--- src/rtl/hb_wb_gateway_pkg.sv ---
// Shared types and constants for the host-bus to Wishbone gateway.
// State encodings, default widths and the bus-error read pattern.
package hb_wb_gateway_pkg;

    localparam int DEF_DATA_WIDTH     = 16;
    localparam int DEF_ADDR_WIDTH     = 16;
    localparam int DEF_TIMEOUT_CYCLES = 255;
    localparam int MAX_DATA_WIDTH     = 64;

    typedef enum logic [1:0] {
        IDLE    = 2'd0,
        WB_REQ  = 2'd1,
        HB_HOLD = 2'd2
    } gw_state_e;

    localparam logic [MAX_DATA_WIDTH-1:0] BUS_ERR_DATA = '1;

endpackage

--- src/rtl/hb_wb_gateway_sync.sv ---
// hb_sync: two-flop synchronizer for an asynchronous host request,
// plus a third flop that yields a one-cycle rising-edge pulse.
module hb_sync (
    input  logic clk,
    input  logic rst,
    input  logic async_in,
    output logic level,
    output logic rise
);

    logic s1;
    logic s2;
    logic s3;

    always_ff @(posedge clk) begin
        if (rst) begin
            s1 <= 1'b0;
            s2 <= 1'b0;
            s3 <= 1'b0;
        end else begin
            s1 <= async_in;
            s2 <= s1;
            s3 <= s2;
        end
    end

    assign level = s2;
    assign rise  = s2 & ~s3;

endmodule

--- src/rtl/hb_wb_gateway.sv ---
// Asynchronous host strobe bus to Wishbone master gateway.
// Optional Wishbone wait timeout: define HB_WB_TIMEOUT_EN.
module hb_wb_gateway
    import hb_wb_gateway_pkg::*;
#(
    parameter int DATA_WIDTH     = DEF_DATA_WIDTH,
    parameter int ADDR_WIDTH     = DEF_ADDR_WIDTH,
    parameter int TIMEOUT_CYCLES = DEF_TIMEOUT_CYCLES
) (
    input  logic                  clk,
    input  logic                  rst,
    input  logic                  hb_cs_n,
    input  logic                  hb_rd_n,
    input  logic                  hb_wr_n,
    input  logic [ADDR_WIDTH-1:0] hb_addr,
    input  logic [DATA_WIDTH-1:0] hb_wrData,
    output logic [DATA_WIDTH-1:0] hb_rdData,
    output logic                  hb_ready,
    output logic                  hb_err,
    output logic                  wb_cycle,
    output logic                  wb_strobe,
    output logic                  wb_write,
    output logic [ADDR_WIDTH-1:0] wb_addr,
    output logic [DATA_WIDTH-1:0] wb_wrData,
    input  logic [DATA_WIDTH-1:0] wb_rdData,
    input  logic                  wb_ack
);

    logic      req_rd;
    logic      req_wr;
    logic      rd_lvl;
    logic      rd_rise;
    logic      wr_lvl;
    logic      wr_rise;
    logic      req_lvl;
    logic      err_hold;
    gw_state_e state;

    assign req_rd = ~hb_cs_n & ~hb_rd_n;
    assign req_wr = ~hb_cs_n & ~hb_wr_n;

    hb_sync u_rd_sync (
        .clk      (clk),
        .rst      (rst),
        .async_in (req_rd),
        .level    (rd_lvl),
        .rise     (rd_rise)
    );

    hb_sync u_wr_sync (
        .clk      (clk),
        .rst      (rst),
        .async_in (req_wr),
        .level    (wr_lvl),
        .rise     (wr_rise)
    );

    // The request that opened the transaction decides when the host lets go
    assign req_lvl = wb_write ? wr_lvl : rd_lvl;

`ifdef HB_WB_TIMEOUT_EN
    localparam int CNT_W = $clog2(TIMEOUT_CYCLES + 1);
    localparam logic [CNT_W-1:0] CNT_LAST = CNT_W'(TIMEOUT_CYCLES - 1);

    logic [CNT_W-1:0] to_cnt;
`endif

    always_ff @(posedge clk) begin
        if (rst) begin
            state     <= IDLE;
            err_hold  <= 1'b0;
            hb_rdData <= '0;
            hb_ready  <= 1'b0;
            hb_err    <= 1'b0;
            wb_cycle  <= 1'b0;
            wb_strobe <= 1'b0;
            wb_write  <= 1'b0;
            wb_addr   <= '0;
            wb_wrData <= '0;
`ifdef HB_WB_TIMEOUT_EN
            to_cnt    <= '0;
`endif
        end else begin
            unique case (state)
                IDLE: begin
                    if (rd_rise || wr_rise) begin
                        if (rd_lvl && wr_lvl) begin
                            hb_err   <= 1'b1;
                            err_hold <= 1'b1;
                            state    <= HB_HOLD;
                        end else begin
                            wb_addr   <= hb_addr;
                            wb_wrData <= hb_wrData;
                            wb_write  <= wr_rise;
                            wb_cycle  <= 1'b1;
                            wb_strobe <= 1'b1;
                            state     <= WB_REQ;
`ifdef HB_WB_TIMEOUT_EN
                            to_cnt    <= '0;
`endif
                        end
                    end
                end
                WB_REQ: begin
                    if (wb_ack) begin
                        wb_cycle  <= 1'b0;
                        wb_strobe <= 1'b0;
                        if (!wb_write) begin
                            hb_rdData <= wb_rdData;
                        end
                        hb_ready <= req_lvl;
                        state    <= req_lvl ? HB_HOLD : IDLE;
`ifdef HB_WB_TIMEOUT_EN
                    end else if (to_cnt == CNT_LAST) begin
                        wb_cycle  <= 1'b0;
                        wb_strobe <= 1'b0;
                        hb_rdData <= BUS_ERR_DATA[DATA_WIDTH-1:0];
                        hb_err    <= 1'b1;
                        hb_ready  <= req_lvl;
                        state     <= req_lvl ? HB_HOLD : IDLE;
                    end else begin
                        to_cnt <= to_cnt + 1'b1;
`endif
                    end
                end
                HB_HOLD: begin
                    // A collision waits for both strobes to clear
                    if (err_hold ? !(rd_lvl || wr_lvl) : !req_lvl) begin
                        hb_ready <= 1'b0;
                        err_hold <= 1'b0;
                        state    <= IDLE;
                    end
                end
                default: begin
                    state <= IDLE;
                end
            endcase
        end
    end

endmodule

--- config.mk ---
export PLATFORM = sky130hd
export DESIGN_NAME = hb_wb_gateway
export DESIGN_NICKNAME = d
export VERILOG_FILES = /design/src/rtl/hb_wb_gateway_pkg.sv /design/src/rtl/hb_wb_gateway_sync.sv /design/src/rtl/hb_wb_gateway.sv
export SDC_FILE = /design/constraint.sdc
export NUM_CORES = 1
export LEC_CHECK = 0
export CAP_MARGIN = 25
export CELL_PAD_IN_SITES_DETAIL_PLACEMENT = 2
export CELL_PAD_IN_SITES_GLOBAL_PLACEMENT = 2
export CORE_ASPECT_RATIO = 1.25
export CORE_MARGIN = 2
export CORE_UTILIZATION = 25
export CTS_CLUSTER_DIAMETER = 40
export DETAILED_ROUTE_END_ITERATION = 16
export GPL_TIMING_DRIVEN = 0
export PLACE_DENSITY = 0.86
export SLEW_MARGIN = 20
export SYNTH_ARGS = -nofsm -noshare
export SYNTH_HDL_FRONTEND = slang
export SYNTH_SLANG_ARGS = --single-unit
export TNS_END_PERCENT = 1
--- constraint.sdc ---
create_clock -name clk -period 1.9 [get_ports clk]
set_clock_uncertainty 0.2 [all_clocks]
set_input_delay 0.38 -clock clk [delete_from_list [all_inputs] [get_ports clk]]
set_output_delay 0.38 -clock clk [all_outputs]
set_load 0.02 [all_outputs]
==> impl_metrics.csv, run 1 <==
group,metric,value,unit
status,status,"finished clean",
synthesis,synth_nets,322,
floorplanning,die_h,118,um
floorplanning,ios,107,
floorplanning,die-area,11200,sq um
clock_network,clkTransAtPathRegs,0.05,ns
timing,finalCriticalPeriod,1.86,ns
pwr,p_seq_frac,0.379,
synthesis,syn-cell-area,2590,sq um
pwr,power.share.clock,0.501,
pwr,internal-power,0.00278,W
floorplanning,start_util,0.256,
worst_setup_path,max_stage_delay,0.62,ns
pwr,swShare,0.216,
worst_setup_path,worstSetupPathType,"reg2out",
floorplanning,fp.dieW,95.0,um
routing,drc,0,
routing,met3_length,562,um
worst_setup_path,crit_family,"buffers and inverters",
timing,drv_slew,0,
pwr,ir_drop,439,uV
global_route,grt_usage,0.150,
place,dp_hpwl,5940,um
worst_setup_path,worstSetupStartpointType,"register",
clock_network,insertion_delay,0.33,ns
final_layout,drive_gt1_frac,0.0897,
timing,hold_viol_final,0,
worst_setup_path,critPathRequiredTime,1.32,ns
synthesis,yosysSeqAreaShare,0.471,
clock_network,clock_sinks,61,
clock_network,cts_hold_buf,0,
global_route,grt_max_degree,11,
pwr,leakage,1.79,nW
floorplanning,fp-row-count,41,
synthesis,postSynthAreaPerCell,9.66,sq um
worst_setup_path,worst_r2r_startpoint,"u_wr_sync.level",
final_layout,final_cells,519,
pwr,p_per_area,845,nW/um^2
clock_network,cts_tree,"yes",
synthesis,yosys_warnings,0,
synthesis,synth-seq-cells,61,
min_path,min_from,"u_wr_sync.s1",
synthesis,synth_top_flop_cell,"dfxtp_1",
final_layout,n_fill_cell,1076,
worst_setup_path,cp-end-kind,"output pin",
timing,period_share,0.981,
min_path,whs_path_depth,1,
synthesis,synth_top_area_share,0.471,
synthesis,ys_top_cells_by_count,"67 x nand2b_1, 61 x dfxtp_1, 34 x nand2_1",
final_layout,register_area,1220,sq um
worst_setup_path,critPathLaunch,"wb_addr[13]",
timing,worst_hold_slack,0.244,ns
routing,wl_met2,4230,um
final_layout,layout.nets,439,
synthesis,netlist_instances,268,
routing,finalWirelength,7990,um
synthesis,synth_edf_count,0,
final_layout,multiInputGateArea,1220,sq um
final_layout,insertedDiodeCount,0,
worst_setup_path,cp_num_buf_inv,1,
timing,slew-limit-headroom,0.624,
synthesis,synth.distinct_cells,30,
worst_setup_path,crit_cells,1,
pwr,p_switching,0.000765,W
routing,drt_iter0_drc,11,
min_path,holdCritPathClass,"reg2reg",
routing,detail-route-antenna-nets,0,
global_route,first_global_vias,2581,
clock_network,cts_root_buf,"clkbuf_16",
floorplanning,coreArea,10100,sq um
clock_network,cts_max_level,3,
place,place.gp.congestion,0.800,
worst_setup_path,worstPathArrival,1.28,ns
place,portBuffers,105,
flow_run,drv_cap,0,
timing,worst_slew_pin_slew,0.565,ns
synthesis,ys_top_cells_by_area,"dfxtp_1 47%, nand2b_1 16%, mux2i_1 12%",
worst_setup_path,reg2reg_depth,6,
clock_network,numCtsBuffers,9,
worst_setup_path,cp_slowest_cell,"clkdlybuf4s50_1",
routing,firstDrtPassIters,4,
routing,topRoutingLayerUsed,"met4",
place,dp_cells,502,
global_route,antenna_found_initial,0,
global_route,gr-total-overflow,0,
routing,wl_met1,3050,um
worst_setup_path,cp_max_fo,2,
clock_network,cts_buffer_depth,2,
worst_setup_path,path_cells,"clkdlybuf4s50_1",
final_layout,finish.utilization,0.415,
routing,wl_per_cell,15.4,um
global_route,grt_first_pass_wirelength,13000,um
synthesis,synth_top_area_cell,"dfxtp_1",
synthesis,async_reset_ff_frac,0,
routing,vias,2339,
pwr,combPwrFrac,0.119,
timing,clock.fmax,537,MHz
final_layout,fin_area,4200,sq um
final_layout,synthToLayoutAreaGrowth,62.0,%
synthesis,yosysMostFrequentCell,"nand2b_1",
timing,setup_viol,0,
place,post_dp_cell_area,3800,sq um
routing,avgViaCountPerCell,4.51,
==> registers in the layout, indices dropped and copies added (netlist names) <==
register and flops:
u_rd_sync.level 1, wb_strobe 1, state 2, u_wr_sync.s3 1
hb_ready 1, u_rd_sync.s1 1, u_wr_sync.level 1, err_hold 1
wb_wrData 16, u_rd_sync.s3 1, u_wr_sync.s1 1, hb_err 1
hb_rdData 16, wb_write 1, wb_addr 16
==> metal layers <==
metal / vias to the layer above / track usage
li1: 1120 / -
met1: 1125 / 0.154
met2: 84 / 0.270
met3: 10 / 0.0455
met4: 0 / 0.0679
met5: - / 0
==> power groups by stage <==
stage          combinational, W  clock (W)  sequential [W]
2_1_floorplan          0.000154          0         0.00141
3_3_place_gp           0.000414          0         0.00137
3_5_place_dp           0.000425          0         0.00137
4_1_cts                0.000427    0.00183         0.00135
5_1_grt                0.000459    0.00189         0.00135
6_report               0.000423    0.00178         0.00135
==> placed cells by master (no fill, tap or decap), types with 3 or more instances in the layout <==
master	instances
a21oi_1	16
buf_12	3
buf_2	4
buf_4	5
buf_6	3
clkbuf_1	8
clkbuf_16	9
clkdlybuf4s50_1	84
dfxtp_1	60
dlygate4sd2_1	3
dlymetal6s2s_1	17
mux2i_1	31
nand2_1	34
nand2b_1	67
nor2_1	5
nor2b_1	6
==> worst paths after layout <==
| check | slack, ns | to |
|---|---|---|
| max reg2reg | 0.08 | wb_wrData[10] |
| min reg2reg | 0.24 | u_wr_sync.level |
| min | 0.24 | u_wr_sync.level |
| max | 0.04 | wb_addr[13] |
==> timing repair <==
item                                    4_1_cts  5_1_grt
resized for setup                             4       21
endpoints found under the setup margin        4       42
buffers inserted                              0        3
cloned                                        0        0
==> final cells by class <==
cell class	instances	area share
Sequential cell	61	0.291
Multi-Input combinational cell	185	0.291
Timing Repair Buffer	108	0.265
Clock buffer	12	0.0611
Tap cell	129	0.0385
Buffer	20	0.0370
Clock inverter	4	0.0167
==> logic make-up after synthesis <==
group	after synthesis	synth area share
and+or+nand+nor	124	0.270
DFF	61	0.471
muxes	33	0.128
AOI/OAI and AO/OA	28	0.0676
buffers and inverters	22	0.0633
==> per-stage QoR <==
stage	power, W	setup TNS (ns)	worst slack [ns]
2_1_floorplan	0.00157	0	0.232
3_3_place_gp	0.00178	-2.13	-0.176
3_5_place_dp	0.00180	-3.28	-0.244
4_1_cts	0.00360	0	0.00603
5_1_grt	0.00370	-0.00128	-0.00128
6_report	0.00355	0	0.0365
Note: power is estimated with default switching activity, not from simulation.
==> run 2: changes to the inputs <==
CORE_MARGIN = unset   (was 2)
GPL_TIMING_DRIVEN = 1   (was 0)
HOLD_SLACK_MARGIN = 0.12   (was unset)
==> run 2 against run 1 <==
Sequential cell count stayed put. Hold slack worse by 0.036 ns. Sequential share of layout area is 1.2 points higher. Global-route usage is 0.58 points lower. Register-to-register slack better by 0.11 ns. Final cell count is 2.3% lower. Combinational power is 5.0% lower. Clock-buffer cell count is 1 higher. First-iteration DRC count grew to 4.5 times the previous value. Routed wire length is 6.8% lower. Utilization is 1.6 points lower. Via count is 4.3% lower. Critical path type unchanged.
==> impl_metrics.csv, run 2 (synthesis gave the netlist of run 1 again) <==
group,metric,value,unit
status,status,"finished clean",
timing,grt_setup_unrepaired,"no",
worst_setup_path,worst_r2r_startpoint,"u_wr_sync.level",
timing,clock.fmax,540,MHz
final_layout,insertedDiodeCount,0,
routing,drc,0,
routing,drt_iter0_drc,49,
clock_network,cts_max_level,3,
clock_network,insertion_delay,0.32,ns
global_route,antenna_found_initial,0,
timing,hold_viol_final,0,
place,portBuffers,106,
routing,vias,2239,
clock_network,cts_buffer_depth,2,
final_layout,most-common-layout-cells,"97 x clkdlybuf4s50_1, 67 x nand2b_1, 61 x dfxtp_1",
floorplanning,ios,107,
floorplanning,start_util,0.256,
timing,worst_slew_pin_slew,0.436,ns
worst_setup_path,worstSetupStartpointType,"register",
timing,period_share,0.975,
worst_setup_path,worstPathArrival,1.27,ns
worst_setup_path,cp-end-kind,"output pin",
pwr,internal-power,0.00246,W
floorplanning,coreArea,10100,sq um
final_layout,final_common_cell,"clkdlybuf4s50_1",
final_layout,top_regs,"hb_rdData: 16 flops, wb_addr: 16 flops, wb_wrData: 16 flops",
pwr,p_per_area,792,nW/um^2
global_route,first_global_vias,2529,
worst_setup_path,critPathRequiredTime,1.32,ns
final_layout,n_fill_cell,1076,
clock_network,cts_tree,"yes",
clock_network,clock_sinks,61,
final_layout,multiInputGateArea,1220,sq um
pwr,swShare,0.228,
routing,finalWirelength,7450,um
worst_setup_path,r2r-end,"wb_addr[2]",
clock_network,post-cts-setup-buffers,0,
timing,finalCriticalPeriod,1.85,ns
final_layout,drive_gt1_frac,0.0714,
timing,setup_viol,0,
floorplanning,die-area,10800,sq um
floorplanning,fp-row-count,41,
global_route,grt_first_pass_wirelength,12000,um
global_route,grt_max_degree,37,
place,place.gp.congestion,0.712,
min_path,min_from,"rst",
min_path,whs_path_depth,2,
final_layout,register_area,1220,sq um
timing,setup_slack,0.0476,ns
worst_setup_path,worstSetupPathType,"reg2out",
worst_setup_path,path_cells,"clkdlybuf4s50_1",
worst_setup_path,cp_max_fo,2,
global_route,grt_usage,0.144,
pwr,power.share.clock,0.452,
clock_network,cts_hold_buf,0,
pwr,combPwrFrac,0.126,
final_layout,layout.nets,428,
worst_setup_path,max_stage_delay,0.62,ns
place,dp_hpwl,5340,um
flow_run,drv_cap,0,
pwr,p_seq_frac,0.422,
floorplanning,fp.dieW,93.0,um
worst_setup_path,crit_family,"buffers and inverters",
clock_network,numCtsBuffers,9,
clock_network,cts_root_buf,"clkbuf_16",
pwr,p_switching,0.000729,W
clock_network,cts_resized,1,
timing,slew-limit-headroom,0.707,
floorplanning,die_h,116,um
final_layout,synthToLayoutAreaGrowth,55.6,%
worst_setup_path,cp_slowest_cell,"clkdlybuf4s50_1",
min_path,holdCritPathClass,"in2reg",
pwr,ir_drop,361,uV
pwr,leakage,1.54,nW
timing,drv_slew,0,
clock_network,clkTransAtPathRegs,0.05,ns
global_route,gr-total-overflow,0,
worst_setup_path,r2r_setup_slack,0.19,ns
routing,firstDrtPassIters,4,
routing,detail-route-antenna-nets,0,
worst_setup_path,crit_cells,1,
worst_setup_path,reg2reg_depth,4,
worst_setup_path,cp_num_buf_inv,1,
routing,avgViaCountPerCell,4.42,
min_path,holdPathEnd,"u_wr_sync.s3",
place,place_ws,-0.0690,ns
timing,worst_hold_slack,0.207,ns
routing,wl_per_cell,14.7,um
-- run 2: cell types whose count changed in the layout (fill, tap and decap cells not counted), sizes merged --
cell | before | now
clkdlybuf4s50 | 84 | 97
dlygate4sd2 | 3 | 1
dlymetal6s2s | 17 | 7
bufinv | 2 | 0
buf | 17 | 12
clkbuf | 19 | 13
-- run 2: worst register-to-register path: stages (launching register included) --
cell	delay, ns
dfxtp_1	0.35
or3b_1	0.42
a21boi_4	0.19
buf_12	0.23
mux2i_1	0.24
-- run 2: power by group through the flow --
stage                     Sequential (W)  Clock [W]  Combinational, W
after floorplan                  0.00141          0          0.000154
after global placement           0.00137          0          0.000397
after detailed placement         0.00137          0          0.000408
after CTS                        0.00135    0.00149          0.000411
after global routing             0.00135    0.00156          0.000433
final                            0.00135    0.00144          0.000402
-- run 2: per-layer routing --
metal / GRT usage / wire length, um / vias up
met5: 0 / 0 / -
met2: 0.252 / 3780 / 72
met4: 0.0533 / 80 / 0
met3: 0.0525 / 447 / 7
met1: 0.159 / 3140 / 1064
li1: - / - / 1096
-- run 2: cell type report --
class                      instances  area share
clock buffer                      13      0.0621
clock inverter                     2     0.00248
multi-input combinational        185       0.302
sequential                        61       0.303
tap                              129      0.0401
timing repair buffer             117       0.290
-- run 2: how the worst max path moves through the flow --
stage / start / to
floorplan: u_rd_sync.level / wb_addr[0]
global placement: wb_ack / hb_ready
detailed placement: wb_ack / hb_rdData[9]
CTS: wb_strobe / wb_strobe
global route: wb_wrData[7] / wb_wrData[7]
finish: wb_addr[13] / wb_addr[13]
-- run 2: per-stage QoR --
step           TNS (ns)  power (W)  cells  area (sq um)  utilization
4_1_cts               0    0.00325    507          4010        0.397
3_5_place_dp     -0.733    0.00178    492          3750        0.371
5_1_grt               0    0.00334    507          4030        0.399
2_1_floorplan         0    0.00157    268          2590            -
6_report              0    0.00319    507          4030        0.399
3_3_place_gp    -0.0367    0.00177    492          3750        0.371
